$ cat config.mk
export PLATFORM = sky130hd
export DESIGN_NAME = mips_mc_controller
export DESIGN_NICKNAME = d
export VERILOG_FILES = /design/src/rtl/mips_ctrl_pkg.sv /design/src/rtl/mips_funct_dec.sv /design/src/rtl/mips_mc_controller.sv
export SDC_FILE = /design/constraint.sdc
export NUM_CORES = 1
export LEC_CHECK = 0
export BUFFER_PORTS_ARGS = -buffer_cell sky130_fd_sc_hd__buf_2
export CAP_MARGIN = 20
export CORE_UTILIZATION = 54
export CTS_CLUSTER_SIZE = 28
export DETAILED_ROUTE_END_ITERATION = 16
export GPL_TIMING_DRIVEN = 0
export PLACE_DENSITY = 0.95
export REMOVE_ABC_BUFFERS = 1
export SLEW_MARGIN = 30
export SYNTH_ARGS = -nofsm -noshare
export SYNTH_HDL_FRONTEND = slang
export SYNTH_SLANG_ARGS = --single-unit
$ cat constraint.sdc
create_clock -name clk -period 4.1 [get_ports clk]
set_input_delay 0.82 -clock clk [delete_from_list [all_inputs] [get_ports clk]]
set_output_delay 0.82 -clock clk [all_outputs]
set_load 0.02 [all_outputs]
$ cat src/rtl/mips_ctrl_pkg.sv
// Shared control-interface definitions for the multicycle MIPS: opcodes, funct codes, ALU codes,
// mux selects, fault codes and the controller state encoding.
package mips_ctrl_pkg;

  typedef enum logic [3:0] {
    ST_FETCH   = 4'd0,
    ST_DECODE  = 4'd1,
    ST_MEMADR  = 4'd2,
    ST_MEMRD   = 4'd3,
    ST_MEMWB   = 4'd4,
    ST_MEMWR   = 4'd5,
    ST_EXECUTE = 4'd6,
    ST_ALUWB   = 4'd7,
    ST_ADDIEXE = 4'd8,
    ST_ADDIWB  = 4'd9,
    ST_BEQCMP  = 4'd10,
    ST_BEQCHK  = 4'd11,
    ST_JUMP    = 4'd12,
    ST_FAULT   = 4'd13
  } state_t;

  localparam logic [5:0] OP_RTYPE = 6'b000000;
  localparam logic [5:0] OP_LW    = 6'b100011;
  localparam logic [5:0] OP_SW    = 6'b101011;
  localparam logic [5:0] OP_ADDI  = 6'b001000;
  localparam logic [5:0] OP_BEQ   = 6'b000100;
  localparam logic [5:0] OP_J     = 6'b000010;

  localparam logic [5:0] FN_ADD = 6'b100000;
  localparam logic [5:0] FN_SUB = 6'b100010;
  localparam logic [5:0] FN_AND = 6'b100100;
  localparam logic [5:0] FN_OR  = 6'b100101;
  localparam logic [5:0] FN_SLL = 6'b000000;
  localparam logic [5:0] FN_SRL = 6'b000010;

  localparam logic [3:0] ALU_ADD = 4'b0000;
  localparam logic [3:0] ALU_SUB = 4'b0001;
  localparam logic [3:0] ALU_SLL = 4'b0010;
  localparam logic [3:0] ALU_SRL = 4'b0011;
  localparam logic [3:0] ALU_AND = 4'b0100;
  localparam logic [3:0] ALU_OR  = 4'b0101;

  localparam logic [1:0] SRCA_PC = 2'b00;
  localparam logic [1:0] SRCA_A  = 2'b01;
  localparam logic [1:0] SRCA_B  = 2'b10;

  localparam logic [2:0] SRCB_B       = 3'b000;
  localparam logic [2:0] SRCB_FOUR    = 3'b001;
  localparam logic [2:0] SRCB_IMM     = 3'b010;
  localparam logic [2:0] SRCB_IMM_SH2 = 3'b011;
  localparam logic [2:0] SRCB_SHAMT   = 3'b100;

  localparam logic [1:0] PCSRC_ALU    = 2'b00;
  localparam logic [1:0] PCSRC_ALUOUT = 2'b01;
  localparam logic [1:0] PCSRC_JUMP   = 2'b10;

  localparam logic [1:0] FC_NONE    = 2'b00;
  localparam logic [1:0] FC_OP      = 2'b01;
  localparam logic [1:0] FC_FUNCT   = 2'b10;
  localparam logic [1:0] FC_TIMEOUT = 2'b11;

  typedef struct packed {
    logic       memread;
    logic       memwrite;
    logic       iord;
    logic       irwrite;
    logic       mdrwrite;
    logic       regwrite;
    logic       regdst;
    logic       memtoreg;
    logic [1:0] alusrca;
    logic [2:0] alusrcb;
    logic [3:0] alucontrol;
    logic       aluoutwrite;
    logic       pcen;
    logic [1:0] pcsrc;
    logic       fault;
    logic [1:0] fault_code;
  } ctrl_t;

endpackage

$ cat src/rtl/mips_funct_dec.sv
// R-type funct decoder: ALU operation, shift-operand flag and legality of the funct field.
module mips_funct_dec
  import mips_ctrl_pkg::*;
(
  input  logic [5:0] funct,
  output logic [3:0] alucontrol,
  output logic       shift,
  output logic       legal
);

  // NOTE: every output gets a default before the case so no latch is inferred.
  always_comb begin
    alucontrol = ALU_ADD;
    shift      = 1'b0;
    legal      = 1'b1;
    case (funct)
      FN_ADD:  alucontrol = ALU_ADD;
      FN_SUB:  alucontrol = ALU_SUB;
      FN_AND:  alucontrol = ALU_AND;
      FN_OR:   alucontrol = ALU_OR;
      FN_SLL: begin alucontrol = ALU_SLL; shift = 1'b1; end
      FN_SRL: begin alucontrol = ALU_SRL; shift = 1'b1; end
      default: legal = 1'b0;
    endcase
  end

endmodule

$ cat src/rtl/mips_mc_controller.sv
// Multicycle MIPS control FSM: sequences fetch/decode/execute, drives ALU control and datapath
// enables, and faults on illegal encodings or a memory that never answers.
module mips_mc_controller
  import mips_ctrl_pkg::*;
#(
  parameter int TIMEOUT = 16
) (
  input  logic       clk,
  input  logic       reset_n,
  input  logic [5:0] op,
  input  logic [5:0] funct,
  input  logic       zero,
  input  logic       mem_ready,
  output logic       memread,
  output logic       memwrite,
  output logic       iord,
  output logic       irwrite,
  output logic       mdrwrite,
  output logic       regwrite,
  output logic       regdst,
  output logic       memtoreg,
  output logic [1:0] alusrca,
  output logic [2:0] alusrcb,
  output logic [3:0] alucontrol,
  output logic       aluoutwrite,
  output logic       pcen,
  output logic [1:0] pcsrc,
  output logic       fault,
  output logic [1:0] fault_code,
  output logic [3:0] state_dbg
);

  localparam int CW = (TIMEOUT > 1) ? $clog2(TIMEOUT) : 1;

  state_t        state_q, state_d;
  logic [1:0]    fcode_q, fcode_d;
  logic [CW-1:0] wait_cnt;
  logic          mem_state, timeout;
  logic [3:0]    fn_alu;
  logic          fn_shift, fn_legal;
  ctrl_t         ctrl, ctrl_g;

  mips_funct_dec u_funct_dec (
    .funct      (funct),
    .alucontrol (fn_alu),
    .shift      (fn_shift),
    .legal      (fn_legal)
  );

  assign mem_state = (state_q == ST_FETCH) || (state_q == ST_MEMRD) || (state_q == ST_MEMWR);
  assign timeout   = (TIMEOUT != 0) && mem_state && !mem_ready && (wait_cnt == CW'(TIMEOUT - 1));

  // NOTE: sequential state uses non-blocking assignments so every flop samples pre-edge values.
  always_ff @(posedge clk or negedge reset_n) begin
    if (!reset_n) begin
      state_q  <= ST_FETCH;
      fcode_q  <= FC_NONE;
      wait_cnt <= '0;
    end else begin
      state_q <= state_d;
      fcode_q <= fcode_d;
      if (state_d != state_q)          wait_cnt <= '0;
      else if (mem_state && !mem_ready) wait_cnt <= wait_cnt + CW'(1);
    end
  end

  always_comb begin
    state_d = state_q;
    fcode_d = fcode_q;
    ctrl    = '0;
    case (state_q)
      ST_FETCH: begin
        ctrl.memread = 1'b1;
        ctrl.alusrcb = SRCB_FOUR;
        ctrl.irwrite = mem_ready;
        ctrl.pcen    = mem_ready;
        if (mem_ready)    state_d = ST_DECODE;
        else if (timeout) begin state_d = ST_FAULT; fcode_d = FC_TIMEOUT; end
      end
      ST_DECODE: begin
        // Branch target is computed here so BEQCHK can load it from ALUOut.
        ctrl.alusrcb     = SRCB_IMM_SH2;
        ctrl.aluoutwrite = 1'b1;
        case (op)
          OP_LW, OP_SW: state_d = ST_MEMADR;
          OP_RTYPE: begin
            if (fn_legal) state_d = ST_EXECUTE;
            else begin state_d = ST_FAULT; fcode_d = FC_FUNCT; end
          end
          OP_ADDI: state_d = ST_ADDIEXE;
          OP_BEQ:  state_d = ST_BEQCMP;
          OP_J:    state_d = ST_JUMP;
          default: begin state_d = ST_FAULT; fcode_d = FC_OP; end
        endcase
      end
      ST_MEMADR: begin
        ctrl.alusrca     = SRCA_A;
        ctrl.alusrcb     = SRCB_IMM;
        ctrl.aluoutwrite = 1'b1;
        state_d          = (op == OP_LW) ? ST_MEMRD : ST_MEMWR;
      end
      ST_MEMRD: begin
        ctrl.memread  = 1'b1;
        ctrl.iord     = 1'b1;
        ctrl.mdrwrite = mem_ready;
        if (mem_ready)    state_d = ST_MEMWB;
        else if (timeout) begin state_d = ST_FAULT; fcode_d = FC_TIMEOUT; end
      end
      ST_MEMWB: begin
        ctrl.regwrite = 1'b1;
        ctrl.memtoreg = 1'b1;
        state_d       = ST_FETCH;
      end
      ST_MEMWR: begin
        ctrl.memwrite = 1'b1;
        ctrl.iord     = 1'b1;
        if (mem_ready)    state_d = ST_FETCH;
        else if (timeout) begin state_d = ST_FAULT; fcode_d = FC_TIMEOUT; end
      end
      ST_EXECUTE: begin
        ctrl.aluoutwrite = 1'b1;
        ctrl.alucontrol  = fn_alu;
        ctrl.alusrca     = fn_shift ? SRCA_B : SRCA_A;
        ctrl.alusrcb     = fn_shift ? SRCB_SHAMT : SRCB_B;
        state_d          = ST_ALUWB;
      end
      ST_ALUWB: begin
        ctrl.regwrite = 1'b1;
        ctrl.regdst   = 1'b1;
        state_d       = ST_FETCH;
      end
      ST_ADDIEXE: begin
        ctrl.alusrca     = SRCA_A;
        ctrl.alusrcb     = SRCB_IMM;
        ctrl.aluoutwrite = 1'b1;
        state_d          = ST_ADDIWB;
      end
      ST_ADDIWB: begin
        ctrl.regwrite = 1'b1;
        state_d       = ST_FETCH;
      end
      ST_BEQCMP: begin
        ctrl.alusrca    = SRCA_A;
        ctrl.alusrcb    = SRCB_B;
        ctrl.alucontrol = ALU_SUB;
        state_d         = ST_BEQCHK;
      end
      ST_BEQCHK: begin
        ctrl.pcsrc = PCSRC_ALUOUT;
        ctrl.pcen  = zero;
        state_d    = ST_FETCH;
      end
      ST_JUMP: begin
        ctrl.pcsrc = PCSRC_JUMP;
        ctrl.pcen  = 1'b1;
        state_d    = ST_FETCH;
      end
      ST_FAULT: begin
        ctrl.fault      = 1'b1;
        ctrl.fault_code = fcode_q;
      end
      default: begin
        state_d = ST_FAULT;
        fcode_d = FC_OP;
      end
    endcase
  end

  // Outputs drop to zero the moment reset asserts, without waiting for a clock edge.
  assign ctrl_g    = reset_n ? ctrl : '0;
  assign state_dbg = reset_n ? state_q : 4'd0;

  assign memread     = ctrl_g.memread;
  assign memwrite    = ctrl_g.memwrite;
  assign iord        = ctrl_g.iord;
  assign irwrite     = ctrl_g.irwrite;
  assign mdrwrite    = ctrl_g.mdrwrite;
  assign regwrite    = ctrl_g.regwrite;
  assign regdst      = ctrl_g.regdst;
  assign memtoreg    = ctrl_g.memtoreg;
  assign alusrca     = ctrl_g.alusrca;
  assign alusrcb     = ctrl_g.alusrcb;
  assign alucontrol  = ctrl_g.alucontrol;
  assign aluoutwrite = ctrl_g.aluoutwrite;
  assign pcen        = ctrl_g.pcen;
  assign pcsrc       = ctrl_g.pcsrc;
  assign fault       = ctrl_g.fault;
  assign fault_code  = ctrl_g.fault_code;

endmodule

# Word-level counts from Yosys, hierarchy flattened
# Index checks and enable logic that the tools add are counted.
[totals]
reg_bits = 10
inputBits = 16
out_inout_bits = 28
elab_cells = 94
[op_classes]
n_addsub = 1
eq_ne = 29
n_mux = 37
n_bitwise = 1
reduce_logical = 23
[op_table]
columns = ["cell", "count"]
rows = [
  ["$pmux 4 s10", 1],
  ["$eq 6x6->1 const B", 6],
  ["$mux 4", 8],
  ["$eq 4x4->1 const B", 7],
  ["$mux 24", 1],
  ["$pmux 4 s5", 1],
  ["$eq 4x3->1 const B", 4],
  ["$pmux 3 s5", 1],
  ["$eq 6x2->1 const B", 2],
  ["$logic_not 6->1", 2],
  ["$pmux 2 s2", 3],
  ["$pmux 3 s4", 1],
  ["$mux 1", 11],
  ["$reduce_or 10->1", 1],
  ["$reduce_or 2->1", 5],
  ["$reduce_or 5->1", 2],
  ["$mux 3", 3],
  ["$reduce_or 3->1", 3],
  ["$eq 4x2->1 const B", 2],
  ["$mux 2", 4],
  ["$pmux 4 s2", 1],
  ["$eq 6x3->1 const B", 1],
  ["$eq 6x4->1 const B", 1],
  ["$pmux 2 s3", 1],
  ["16 further kinds", 19],
]

# Longest topological paths before layout
[logic_depth]
depth_word = 10
ltp_mapped = 7
ltp_nobuf = 6

# Modules after synthesis
# A second synthesis with hierarchy kept.
[hier_totals]
cells_unflattened = 174
hier_area_um2 = 1398.8
[by_module_without_submodules]
columns = ["mod", "instances", "cells_each", "area_each_um2", "seq_area_each_um2"]
rows = [
  ["mips_mc_controller", 1, 162, 1317.5, 250.2],
  ["mips_funct_dec", 1, 12, 81.3, 0.0],
]

# Least setup slack after synthesis
# No wires, ideal clock.
[synth_timing]
path_type = "register to output"
from = "reg state_q[0]"
to = "out iord"
arrival_time_ps = 1829
t_required_ps = 3280
path_slack_ps = 1451
path_stages_with_launch = 5
path_buffers = 2
path_cell_list = "dfrtp_1 -> buf_1 -> clkbuf_1 -> and2_1 -> nor3b_1"
[synth_between]
elab_chain_cells = 4
elab_cells_between_ends = 5
classes_between = "2 x eq/ne; 2 x mux; 1 x reduce/logical"
[synth_lines]
columns = ["element", "line_no", "text"]
rows = [
  ["from (decl)", "mips_mc_controller.sv:35", "state_t state_q, state_d;"],
  ["from (signal assigned)", "mips_mc_controller.sv:60", "state_q <= state_d;"],
  ["$eq 4x2->1 or $eq 4x3->1 (tied branches)", "mips_mc_controller.sv:71", "case (state_q)"],
  ["$reduce_or 2->1 (no line) *", "--", ""],
  ["$mux 1 *", "mips_mc_controller.sv:71", ""],
  ["$mux 24 *", "mips_mc_controller.sv:170", "assign ctrl_g = reset_n ? ctrl : '0;"],
  ["to (decl)", "mips_mc_controller.sv:16", "output logic iord,"],
]
# Mark *: on every way between the ends. The rest lies on a longest branch, timed or not.

# Final worst setup path
[layout_timing]
from = "in funct[3]"
to = "out alusrca[0]"
[layout_between]
elab_chain_cells = 6
elab_cells_between_ends = 7
classes_between = "1 x eq/ne; 4 x mux; 2 x reduce/logical"
[layout_lines]
columns = ["element", "line_no", "text"]
rows = [
  ["from (decl)", "mips_mc_controller.sv:11", "input logic [5:0] funct,"],
  ["$eq 6x2->1 or $logic_not 6->1 (tied branches)", "mips_funct_dec.sv:16", "case (funct)"],
  ["$reduce_or 2->1 (no line) *", "--", ""],
  ["$mux 1 *", "mips_funct_dec.sv:16", ""],
  ["$mux 2 *", "mips_mc_controller.sv:123", "ctrl.alusrca = fn_shift ? SRCA_B : SRCA_A;"],
  ["$pmux 2 s2 *", "mips_mc_controller.sv:71", ""],
  ["$mux 24 *", "mips_mc_controller.sv:170", ""],
  ["to (decl)", "mips_mc_controller.sv:22", "output logic [1:0] alusrca,"],
]
# Marked as above.

==> impl_metrics.tcl <==
set metrics [dict create \
    status "finished, final reports clean" \
    critPathMaxFanout 4 \
    core_mm2 0.00221 \
    grt_first_pass_wirelength_um 5000 \
    grt_pass1_vias 1159 \
    reg2reg_slack_ps 1750 \
    gp_congestion 0.880 \
    worst_slack_ps 1110 \
    ios 44 \
    ant_nets 0 \
    fin_nets 227 \
    final_max_slew_viol_count 0 \
    rows 17 \
    worstReg2RegStart "state_q[0]$_DFF_PN0_" \
    finalHoldViolations 0 \
    diodes 0 \
    dieHeight_um 50.6 \
    critPathArrivalTime_ps 2170 \
    synth_edf_count 0 \
    switchingPower_uw 55.9 \
    slowest_delay_ps 460 \
    cts_setup_buffers 0 \
    vias 1424 \
    worst_path_max_delay_cell "nor4_1" \
    yosysWarnings 0 \
    vias_per_cell 6.01 \
    fmax_ghz 0.335 \
    maxCapViolCount 0 \
    r2r_end "fcode_q[1]$_DFFE_PN0P_" \
    grt.total_usage_pct 25.3 \
    p_leak_uw 0.000671 \
    crit_type "in -> out" \
    worstSetupEndpointType "output port" \
    layout_common_cells "buf_2 (42), nor2_1 (21), nand2_1 (12), o21ai_0 (12), a21oi_1 (11)" \
    cts_max_level 1 \
    path_common_cell "buf_2" \
    antenna_found_initial 0 \
    power_frac_comb_pct 18.1 \
    p_clk_share_pct 37.3 \
    finalSetupViolCount 0 \
    avgSynthCellArea_um2 7.18 \
    crit_chain "buf_2, or2_2, nor4_1, o21ai_0, o2111a_1, buf_2" \
    p_int_uw 169 \
    drive_gt1_share_pct 27.8 \
    fin_crit_ps 2990 \
    first_pass_iters 4 \
    area_growth_pct 16.4 \
    start_util_pct 57.7 \
    root_buffer "clkbuf_4" \
    worst_clock_skew_ps 0.358 \
    dpl_worst_slack_ps 1150 \
    clockBufferDepth 2 \
    cts_buffers 3 \
    p_per_area_mw_per_mm2 151 \
    final_common_cell "buf_2" \
    dieArea_mm2 0.00256 \
    synth_cells 178 \
    yosysSeqAreaShare_pct 19.6 \
    drc 0 \
    hpwl_um 2250 \
    grt_max_degree 29 \
    grt-ovfl-total 0 \
    slew_headroom_pct 50.4 \
    fin_tns_setup_ps 0 \
    netSwitchingFraction_pct 24.9 \
    cts_hold_buf 0 \
    syn_area_mm2 0.00128 \
    die_w_um 50.6 \
    max_slew.worst_pin.slew_ps 734 \
    seq_power_share_pct 44.5 \
    crit_path_start_kind "input port" \
    cts_sinks 10 \
    wl_per_cell_um 12.7 \
    ys_async_sr_fraction_pct 100 \
    ys.flop_type "dfrtp_1" \
    clock_latency_ps 260 \
    worst_hold_path_type "in -> async" \
    rsz0062_at_grt "no" \
    drt_iter0_markers 34 \
    critical_path_required_ps 3280 \
    r2r_cells 4 \
    path_clk_slew_ps 60 \
    cts_resized 0 \
    fin_crit_sh_pct 72.9 \
    synth.distinct_cells 61 \
    port_buffers 42 \
    wl_um 3010 \
    cts_tree "yes" \
    ir_worst_vdd_v 0.000192 \
    ys_ff_latch 10 \
    fillers 200 \
]
-- cell usage after synthesis, drive strengths merged, types with 4 or more instances --
master	n	area share, %
clkbuf	9	2.6
and2	9	4.4
nand3	9	3.5
nor2b	4	2.0
o21ai	13	5.1
nor3	8	3.1
a21oi	12	5.0
nand2	12	3.5
buf	6	3.0
nor2	21	6.2
dfrtp	10	20
-- flip-flops by register name, summed over array words and instances, names as in the netlist --
register and cells:
state_q 4, wait_cnt 4, fcode_q 2
-- routing by layer --
metal / track usage, % / share of wire [%] / vias up
met5: 0 / 0 / -
met4: 13.9 / 2.2 / 0
met3: 3.64 / 4.7 / 8
met2: 40.4 / 47 / 47
met1: 32.4 / 46 / 646
li1: - / - / 723
-- critical path: cells and delay by family --
kind	cells	cell delay (ps)
compound gates	2	330
buf+inv	2	260
simple gates	2	760
-- logic make-up (layout without fill, tap and decap cells) --
group,count (synthesis),count (layout),synth area share [%]
other cells,1,1,0.294
mux,3,3,2.55
xor+xnor,6,6,4.11
compound gates,47,47,25.8
simple gates,91,91,39.4
buf+inv,18,49,6.56
fa+ha+maj,2,2,1.76
flops,10,10,19.6
-- worst max-delay path by stage --
| stage | start | to | slack [ps] | cells after the start |
|---|---|---|---|---|
| after global placement | funct[3] | alusrca[0] | 1220 | 6 |
| after floorplan | reset_n | fault_code[0] | 1470 | 4 |
| after CTS | funct[3] | alusrca[0] | 1140 | 6 |
| after global routing | state_q[2]$_DFF_PN0_ | regwrite | 920 | 6 |
| after detailed placement | funct[3] | alusrca[0] | 1150 | 6 |
| final | funct[3] | alusrca[0] | 1110 | 6 |
-- metrics by stage --
stage / hold WS (ps) / total power (uW) / cells / area (um^2) / util (%)
floorplan: 470 / 121 / 163 / 1200 / -
global placement: 490 / 142 / 233 / 1450 / 65.6
detailed placement: 504 / 143 / 233 / 1450 / 65.6
CTS: 497 / 229 / 237 / 1490 / 67.2
global route: 512 / 243 / 237 / 1490 / 67.2
finish: 509 / 225 / 237 / 1490 / 67.2
-- cell type report --
class | instances | area, um^2 | share of cell area (%)
clock buffers | 4 | 36.3 | 2.44
multi-input cells | 150 | 943 | 63.5
repair buffers | 42 | 210 | 14.1
flip-flops and latches | 10 | 250 | 16.8
inverters | 3 | 11.3 | 0.758
well taps | 28 | 35.0 | 2.36
-- power groups by stage --
stage	clock network, uW	logic [uW]	registers [uW]
global route	97.4	45.6	100
detailed placement	0	40.6	102
finish	84.0	40.8	100
floorplan	0	19.5	102
CTS	88.4	40.7	100
global placement	0	39.9	102
No activity file was read; power rests on OpenSTA's default activity.
